--- src/rtl/seq_mul_pkg.sv ---
// Shared constants, state encoding and helpers for the sequential 4x4 multiplier.
package seq_mul_pkg;

  localparam int N    = 4;
  localparam int ITER = N;
  localparam int PW   = 2 * N;

  typedef enum logic [1:0] {
    IDLE = 2'd0,
    RUN  = 2'd1,
    DONE = 2'd2
  } state_t;

  // Gate-level 2-bit increment, so the controller needs no behavioural adder.
  function automatic logic [1:0] cnt_inc(input logic [1:0] c);
    return {c[1] ^ c[0], ~c[0]};
  endfunction

endpackage

--- src/rtl/top_adder.sv ---
// 4-bit ripple-carry adder; the only arithmetic resource of the multiplier.
module top_adder (
  input  logic [3:0] a,
  input  logic [3:0] b,
  input  logic       cin,
  output logic [3:0] sum,
  output logic       cout
);

  logic [4:0] w_c;

  assign w_c[0] = cin;

  for (genvar i = 0; i < 4; i++) begin : g_fa
    assign sum[i]   = a[i] ^ b[i] ^ w_c[i];
    assign w_c[i+1] = (a[i] & b[i]) | (w_c[i] & (a[i] ^ b[i]));
  end

  assign cout = w_c[4];

endmodule

--- src/rtl/seq_mul_ctrl.sv ---
// Shift-and-add 4x4 unsigned multiplier controller; one shared adder pass per cycle,
// product valid on a one-cycle done pulse five edges after the accepted start.
module seq_mul_ctrl
  import seq_mul_pkg::*;
(
  input  logic          clk,
  input  logic          rst_n,
  input  logic          start,
  input  logic [N-1:0]  a,
  input  logic [N-1:0]  b,
  output logic          busy,
  output logic          done,
  output logic [PW-1:0] product
);

  localparam logic [1:0] LAST = 2'(ITER - 1);

  state_t        r_state;
  logic [1:0]    r_cnt;
  logic [N-1:0]  r_mcand;
  logic [N-1:0]  r_acc_hi;
  logic [N-1:0]  r_acc_lo;
  logic          r_busy;
  logic          r_done;
  logic [PW-1:0] r_product;

  logic [N-1:0]  w_addend;
  logic [N-1:0]  w_sum;
  logic          w_cout;

  assign w_addend = r_acc_lo[0] ? r_mcand : 4'h0;

  top_adder u_adder (
    .a    (r_acc_hi),
    .b    (w_addend),
    .cin  (1'b0),
    .sum  (w_sum),
    .cout (w_cout)
  );

  // Controller FSM, accumulator shift register and registered outputs.
  always_ff @(posedge clk or negedge rst_n) begin
    if (!rst_n) begin
      r_state   <= IDLE;
      r_cnt     <= 2'd0;
      r_mcand   <= 4'h0;
      r_acc_hi  <= 4'h0;
      r_acc_lo  <= 4'h0;
      r_busy    <= 1'b0;
      r_done    <= 1'b0;
      r_product <= 8'h00;
    end else begin
      case (r_state)
        IDLE: begin
          r_done <= 1'b0;
          if (start) begin
            r_mcand  <= a;
            r_acc_lo <= b;
            r_acc_hi <= 4'h0;
            r_cnt    <= 2'd0;
            r_busy   <= 1'b1;
            r_state  <= RUN;
          end else begin
            r_busy  <= 1'b0;
            r_state <= IDLE;
          end
        end
        RUN: begin
          // {cout,sum,acc_lo} >> 1, truncated to 8 bits.
          r_acc_hi <= {w_cout, w_sum[3:1]};
          r_acc_lo <= {w_sum[0], r_acc_lo[3:1]};
          r_cnt    <= cnt_inc(r_cnt);
          r_busy   <= 1'b1;
          if (r_cnt == LAST) begin
            r_product <= {w_cout, w_sum, r_acc_lo[3:1]};
            r_done    <= 1'b1;
            r_state   <= DONE;
          end else begin
            r_done  <= 1'b0;
            r_state <= RUN;
          end
        end
        DONE: begin
          r_busy  <= 1'b0;
          r_done  <= 1'b0;
          r_state <= IDLE;
        end
        default: begin
          r_busy  <= 1'b0;
          r_done  <= 1'b0;
          r_state <= IDLE;
        end
      endcase
    end
  end

  assign busy    = r_busy;
  assign done    = r_done;
  assign product = r_product;

endmodule

--- config.mk ---
export PLATFORM = sky130hd
export DESIGN_NAME = seq_mul_ctrl
export DESIGN_NICKNAME = d
export VERILOG_FILES = /design/src/rtl/seq_mul_pkg.sv /design/src/rtl/top_adder.sv /design/src/rtl/seq_mul_ctrl.sv
export SDC_FILE = /design/constraint.sdc
export NUM_CORES = 1
export LEC_CHECK = 0
export CORE_MARGIN = 3
export CORE_UTILIZATION = 40
export DETAILED_ROUTE_END_ITERATION = 8
export PLACE_DENSITY = 0.72
export SLEW_MARGIN = 10
export SYNTH_ARGS = -nofsm -noshare
export SYNTH_HDL_FRONTEND = slang
export SYNTH_SLANG_ARGS = --single-unit
--- constraint.sdc ---
create_clock -name clk -period 4.8 [get_ports clk]
set_clock_uncertainty 0.2 [all_clocks]
set_input_delay 0.96 -clock clk [delete_from_list [all_inputs] [get_ports clk]]
set_output_delay 0.96 -clock clk [all_outputs]
set_load 0.02 [all_outputs]
==> results of run 1 <==
sequential cells by signal, summed over array words and instances (netlist names):
register / flops
r_acc_hi: 4
r_cnt: 2
r_acc_lo: 4
busy: 1
done: 1
r_state: 2
r_mcand: 4
product: 8
per-layer routing:
metal	vias to the layer above	global-route usage [%]	share of wire, %
li1	355	-	-
met1	359	15.8	45
met2	18	21.2	50
met3	5	1.53	3.2
met4	0	8.41	2.3
met5	-	0	0
where the power goes:
part / switching (uW) / leakage [uW] / internal, uW / total [uW]
logic: 206 / 0.000290 / 210 / 416
clock network: 63.6 / 0.0000279 / 84.5 / 148
registers: 70.9 / 0.000313 / 317 / 388
total: 340 / 0.000631 / 612 / 952
stage by stage:
stage | utilization [%] | worst slack, ps | cell area, um2
5_1_grt | 54.4 | 2270 | 1410
4_1_cts | 54.6 | 2330 | 1420
3_3_place_gp | 52.6 | 2290 | 1360
6_report | 54.4 | 2340 | 1410
2_1_floorplan | - | 2510 | 1140
3_5_place_dp | 52.6 | 2240 | 1360
final timing paths:
kind | cells past startpoint | to | from
min in group asynchronous | 1 | product[3] | rst_n
max in group asynchronous | 1 | r_cnt[1] | rst_n
worst min register to register | 2 | product[5] | product[5]
worst min-delay path | 2 | product[5] | product[5]
worst max-delay path | 1 | product[0] | product[0]
worst max register to register | 7 | r_acc_hi[2] | r_acc_lo[0]
layout make-up:
cell class | instances | area, um2
Clock buffer | 3 | 22.5
Clock inverter | 1 | 30.0
Fill cell | 218 | 1180
Inverter | 9 | 33.8
Multi-Input combinational cell | 54 | 440
Sequential cell | 26 | 651
Tap cell | 30 | 37.5
Timing Repair Buffer | 20 | 195
logic make-up after synthesis:
kind of cell,count (synthesis)
mux,8
compound gates,18
buf+inv,12
fa+ha+maj,5
simple gates,23
flops,26
placed cells by master (no fill, tap or decap), drive strengths merged, types with 2 or more instances in the layout:
master	n
mux2	8
nand2	9
clkbuf	3
a21oi	3
nor3	4
nand2b	3
ha	2
dfrtp	26
inv	9
clkdlybuf4s50	19
o21ai	6
o22ai	5
nor2	4
fa	3
o32ai	2
==> flow_summary.toml, run 1 <==
[clocking]
cts_tree = "built"
clock_latency_ps = 320
ctsLongestPathBuffers = 2
numCtsBuffers = 3
htree_levels = 1
postCtsSetupBuffers = 0
root_buffer = "clkbuf_4"
holdBufCountCts = 0
post_cts_resized = 0
cts_sinks = 26
clkSlewWorstSetupHoldPaths_ps = 140

[place]
hpwl_um = 1500
port_buffers = 20
place.gp.congestion = 0.895
place_inst = 139

[synth]
synth_top_family_by_area = "simple AND/OR/NAND/NOR gates"
synth-xor-area-share_pct = 0
syn_avg_cell_area_um2 = 12.4
synthAdderAreaFrac_pct = 7.45
yosys_warnings = 0
synth_top_area_share_pct = 57.0
synth_largest_area_cell = "dfrtp_1"
synth_cells = 92
synth_compound_area_share_pct = 10.1
yosysMostFrequentCell = "dfrtp_1"
synthesis.area_um2 = 1140
async_reset_ff_share_pct = 100
synth_enable_flop_cells = 0
synth_common_cells = "26 x dfrtp_1, 9 x inv_1, 9 x nand2_1, 5 x o22ai_1"
ys_types = 25
synthTopCellsByArea = "dfrtp_1 57%, fa_1 5.3%, mux2_4 5.3%"
synth.area.mux_share_pct = 9.20
ys_seq_elements = 26
syn_nets = 108
synthFlopType = "dfrtp_1"
yosys.area_share.simple_pct = 11.8
ys_seq_area_share_pct = 57.0

[grt]
gr-total-overflow = 0
grt_start_max_net_pins = 27
antenna_found_initial = 0
grtUsageTotal_pct = 12.9
grt_pass1_vias = 751
grt_pass1_wl_um = 3390

[critical_path]
crit_slowest_cell = "clkdlybuf4s50_1"
worst-setup-path-type = "reg -> out"
cp.arrival_ps = 1300
worst-path-max-fanout = 2
path_cells = "clkdlybuf4s50_1"
regToRegSetupSlack_ps = 2390
cpPeakStageDelay_ps = 600
path_delay_family = "buffers and inverters"
cp.required_ps = 3640
cp-start-kind = "flop"
endpoint_kind = "output port"
critPathBufInv = 1

[routing]
vias = 737
vias_per_cell = 5.15
drt_iter0_drc = 19
routed_wl_um = 2020
wire_per_inst_um = 14.1
drt-pass1-iter-count = 5
ant_nets = 0
route.detailed.drc = 0

[min_path]
hold_class = "reg -> reg"

[floorplanning]
rows = 18
start_util_pct = 44.1
dieArea_um2 = 3530
core-area_um2 = 2590
die_w_um = 59.4
die_h_um = 59.4
ioPinCount = 21

[final_layout]
area_growth_pct = 23.4
antenna_cells = 0
layout-drive-gt1-share_pct = 15.0
instances_no_fill = 143
nNetsFinal = 130

[timing]
grt_setup_unrepaired = "false"
finalCritPeriodShare_pct = 51.3
timing.fmax_ghz = 0.406
setup-tns-final_ps = 0
tightest_slew_ps = 560
holdWs_ps = 303
fin_crit_ps = 2460
relSlewSlack_pct = 62.7
slew_violations = 0
setup_violations = 0
hold_violations = 0

[power]
total_power_uw = 952
ir_drop_mv = 0.361
leakage_uw = 0.000631
powerDensity_nw_per_um2 = 675

[flow_run]
maxCapViolCount = 0

[run_status]
status = "completed"
Power figures use the tool's default switching activity.
==> inputs of run 2 (changes only) <==
- PLACE_DENSITY: 0.72 -> 0.74
- clock period: 4.8 -> 2.2 ns (I/O delays scaled with it)
==> run 2 against run 1 <==
The run now ends with setup timing left. Clock power rose by 31%. Global-route usage fell by 0.057 points. Non-clock buffer count rose by 2. Sequential power rose by 110%. Final area barely moved. Hold slack got worse by 31 ps. Sequential cell count did not move. Critical path depth rose by 6.
==> flow_summary.toml, run 2 (synthesized netlist as in run 1, its figures left out) <==
[critical_path]
crit_slowest_cell = "fa_1"
cp.arrival_ps = 2260
endpoint_kind = "flop"
cp-start-kind = "flop"
worst-path-max-fanout = 2
r2r_cells = 7
path_delay_family = "adder cells"
cpPeakStageDelay_ps = 510
reg2reg_from = "r_acc_lo[0]"
cp.required_ps = 2190
r2r-end = "r_acc_hi[2]"
critPathBufInv = 1
critPathMostFrequentCell = "fa_2"
path_cells = "and2_1 > ha_1 > inv_1 > fa_2 > fa_2 > fa_1 > o22ai_1"
worst-setup-path-type = "reg -> reg"
regToRegSetupSlack_ps = -70

[run_status]
status = "finished, violations left"
violations = "setup timing"

[clocking]
ctsLongestPathBuffers = 2
htree_levels = 1
root_buffer = "clkbuf_4"
postCtsSetupBuffers = 0
cts_sinks = 26
clkSlewWorstSetupHoldPaths_ps = 130
cts_tree = "built"
clock_latency_ps = 310
numCtsBuffers = 3
holdBufCountCts = 0

[timing]
grt_setup_unrepaired = "true"
setup_violations = 2
fin_crit_ps = 2270
tightest_slew_ps = 358
finalCritPeriodShare_pct = 103
slew_violations = 0
worst_slack_ps = -68.3
timing.fmax_ghz = 0.441
hold_violations = 0
relSlewSlack_pct = 76.1

[min_path]
hold_class = "in -> async"

[floorplanning]
die_w_um = 59.4
ioPinCount = 21
die_h_um = 59.4
start_util_pct = 44.1
rows = 18
core-area_um2 = 2590
dieArea_um2 = 3530

[routing]
routed_wl_um = 1990
ant_nets = 0
drt_iter0_drc = 14
route.detailed.drc = 0
vias_per_cell = 5.12
vias = 737
wire_per_inst_um = 13.8
drt-pass1-iter-count = 4

[final_layout]
final_area_um2 = 1410
final_cell_mix = "26 x dfrtp_1, 20 x clkdlybuf4s50_1, 9 x inv_1, 9 x nand2_1, 5 x o22ai_1"
largest_reg_flops = 8
nNetsFinal = 132
instances_no_fill = 144
antenna_cells = 0
final_common_cell = "dfrtp_1"
area_growth_pct = 23.3
multi_input_area_um2 = 449
final_util_pct = 54.4
regArea_um2 = 651
layout-drive-gt1-share_pct = 17.5
fill_cells = 208

[power]
internal-power_uw = 1240
power_frac_comb_pct = 48.0
ir_drop_mv = 0.709
p_sw_uw = 737
clkPwrFrac_pct = 9.8
powerDensity_nw_per_um2 = 1400
pwr-share-seq_pct = 42.2
leakage_uw = 0.000628
swShare_pct = 37.4

[place]
place.gp.congestion = 0.781
place_inst = 141
port_buffers = 20
postPlaceCellArea_um2 = 1380
hpwl_um = 1500
dpl_worst_slack_ps = -44.0

[grt]
antenna_found_initial = 0
gr-total-overflow = 0
grt_pass1_vias = 716
grt_start_max_net_pins = 27
grt_pass1_wl_um = 3330
grtUsageTotal_pct = 12.8

[flow_run]
maxCapViolCount = 0
[run 2: cell count changes in the layout (fill, tap and decap cells not counted), sizes merged]
cell,before,now
buf,1,2
bufinv,1,0
clkdlybuf4s50,19,20
[run 2: metrics by stage]
| stage | setup TNS (ps) | hold slack (ps) | power [uW] |
|---|---|---|---|
| global route | -396 | 289 | 2130 |
| finish | -111 | 272 | 1970 |
| CTS | -126 | 275 | 1990 |
| detailed placement | -70.6 | 278 | 1790 |
| global placement | 0 | 267 | 1750 |
| floorplan | -5.32 | -55.6 | 1480 |
[run 2: power by group through the flow]
stage                     Sequential [uW]  Clock [uW]  Combinational (uW)
after floorplan                       902           0                 574
after global placement                833           0                 921
after detailed placement              843           0                 950
after CTS                             832         203                 956
after global routing                  862         217                1050
final                                 832         194                 946
[run 2: per-layer routing]
metal  track usage [%]  routed length, um  vias to the layer above
li1                  -                  -                      359
met1              16.6                902                      359
met2              20.4                988                       17
met3              2.83                 80                        2
met4              5.83                 21                        0
met5                 0                  0                        -
[run 2: area by class of cell]
cell class                 instances  area share (%)
sequential                        26            46.2
multi-input combinational         54            31.9
timing repair buffer              22            15.3
tap                               30            2.66
inverter                           9            2.40
clock buffer                       3            1.60
[run 2: worst max path at each step]
stage / start / to / slack (ps) / cells past startpoint
after floorplan: r_acc_lo[0] / r_acc_hi[2] / -3 / 7
after global placement: r_mcand[0] / r_acc_hi[2] / 10 / 7
after detailed placement: r_mcand[0] / r_acc_hi[2] / -40 / 7
after CTS: r_mcand[0] / r_acc_hi[2] / -70 / 7
after global routing: r_mcand[0] / r_acc_hi[2] / -140 / 7
final: r_acc_lo[0] / r_acc_hi[2] / -70 / 7
[run 2: timing repair]
| action | in CTS | in global routing |
|---|---|---|
| gates resized for setup | 0 | 1 |
| gates cloned | 0 | 0 |
| setup endpoints to repair | 3 | 4 |
| pin swaps | 1 | 1 |
[run 2: worst register-to-register path, stage by stage (launching register included)]
cell and delay (ps):
dfrtp_1 380, and2_1 130, ha_1 130, inv_1 50
fa_2 340, fa_2 340, fa_1 510, o22ai_1 70
==> inputs of run 3 (changes only) <==
- PLACE_DENSITY: 0.74 -> 0.72
- clock period: 2.2 -> 2.3 ns (I/O delays scaled with it)
==> run 3 against run 2 <==
The run now ends clean. Setup slack gained 92 ps. Non-clock buffer count grew 2. Core utilization is 2.2 points higher. Register-to-register slack improved by 90 ps. Critical path depth unchanged. Combinational power is 0.8% higher.
==> flow_summary.toml, run 3 (synthesized netlist as in run 1, its figures left out) <==
[run_status]
status = "completed"

[floorplanning]
rows = 18
dieArea_um2 = 3530
die_h_um = 59.4
start_util_pct = 44.1
core-area_um2 = 2590
ioPinCount = 21
die_w_um = 59.4

[routing]
vias_per_cell = 5.01
routed_wl_um = 2130
drt-pass1-iter-count = 4
drt_iter0_drc = 3
route.detailed.drc = 0
wire_per_inst_um = 14.5
ant_nets = 0
vias = 736

[critical_path]
cpPeakStageDelay_ps = 510
cp-start-kind = "flop"
path_delay_family = "adder cells"
endpoint_kind = "flop"
crit_slowest_cell = "fa_1"
worst-setup-path-type = "reg -> reg"
cp.arrival_ps = 2290
critPathBufInv = 1
critPathMostFrequentCell = "fa_2"
path_cells = "and2_4 > ha_4 > inv_2 > fa_2 > fa_2 > fa_1 > o22ai_1"
cp.required_ps = 2310
worst-path-max-fanout = 2

[final_layout]
antenna_cells = 0
nNetsFinal = 134
area_growth_pct = 28.3
layout-drive-gt1-share_pct = 21.4
final_common_cell = "dfrtp_1"
final_cell_mix = "26 x dfrtp_1, 20 x clkdlybuf4s50_1, 9 x nand2_1"
largest_reg_flops = 8

[timing]
worst_slack_ps = 23.5
setup_violations = 0
hold_violations = 0
fin_crit_ps = 2280
grt_setup_unrepaired = "true"
relSlewSlack_pct = 76.7
timing.fmax_ghz = 0.439
tightest_slew_ps = 350
slew_violations = 0
finalCritPeriodShare_pct = 99.0

[clocking]
clock_latency_ps = 330
htree_levels = 1
clkSlewWorstSetupHoldPaths_ps = 150
ctsLongestPathBuffers = 2
holdBufCountCts = 0
cts_sinks = 26
root_buffer = "clkbuf_4"
numCtsBuffers = 3
cts_tree = "built"

[grt]
gr-total-overflow = 0
grt_start_max_net_pins = 27
grt_pass1_wl_um = 3570
grt_pass1_vias = 772
grtUsageTotal_pct = 14.1
antenna_found_initial = 0

[place]
port_buffers = 20
place.gp.congestion = 0.774
hpwl_um = 1480
dpl_worst_slack_ps = -18.0

[power]
powerDensity_nw_per_um2 = 1420
ir_drop_mv = 0.872
total_power_uw = 2080
leakage_uw = 0.000651

[flow_run]
maxCapViolCount = 0

[min_path]
hold_class = "in -> async"
-- run 3: cell type report --
class	count	area [um2]
clock buffers	3	22.5
inverters	9	33.8
well taps	30	37.5
fillers	204	1120
clock inverters	1	30.0
flip-flops and latches	26	651
repair buffers	24	230
multi-input cells	54	460
-- run 3: worst reg2reg max path: cells and delay by family, from the launching register on --
family	cells	cell delay, ps
AND/OR/NAND/NOR	1	160
flip-flops	1	380
AO/OA/AOI/OAI	1	70
adder cells (fa/ha/maj)	4	1320
buffers and inverters	1	30
-- run 3: timing repair --
item,CTS,global route
pin swaps,0,1
endpoints found under the setup margin,2,3
buffers inserted,1,1
endpoints found under the hold margin,0,0
gates resized for setup,1,5
-- run 3: final timing paths --
check                      startpoint  cells after the start           to  slack, ps
max                        r_mcand[0]                      7  r_acc_hi[2]         20
min                             rst_n                      2   product[3]        280
max reg2reg                r_mcand[0]                      7  r_acc_hi[2]         20
min reg2reg                product[4]                      2   product[4]        300
max in group asynchronous       rst_n                      2  r_acc_lo[3]       1380
min in group clk           product[4]                      2   product[4]        300
-- run 3: metrics by stage --
stage / util (%) / cells / hold slack, ps / setup TNS [ps] / cell area [um2]
3_3_place_gp: 53.2 / 141 / 266 / 0 / 1380
2_1_floorplan: - / 92 / -35.6 / 0 / 1140
3_5_place_dp: 53.2 / 141 / 276 / -18.0 / 1380
4_1_cts: 55.6 / 146 / 280 / 0 / 1440
5_1_grt: 56.6 / 147 / 292 / -58.9 / 1470
6_report: 56.6 / 147 / 277 / 0 / 1470
-- run 3: where the power goes --
group	leakage, uW	switching, uW	internal (uW)	total, uW
clock	0.0000279	142	176	319
sequential	0.000313	144	662	805
combinational	0.000310	457	497	954
total	0.000651	743	1330	2080
-- run 3: per-layer routing --
layer | global-route usage [%] | vias up | routed length (um)
met2 | 21.2 | 12 | 1050
met3 | 1.96 | 5 | 42
met5 | 0 | - | 0
met1 | 18.7 | 358 | 972
li1 | - | 361 | -
met4 | 9.71 | 0 | 66
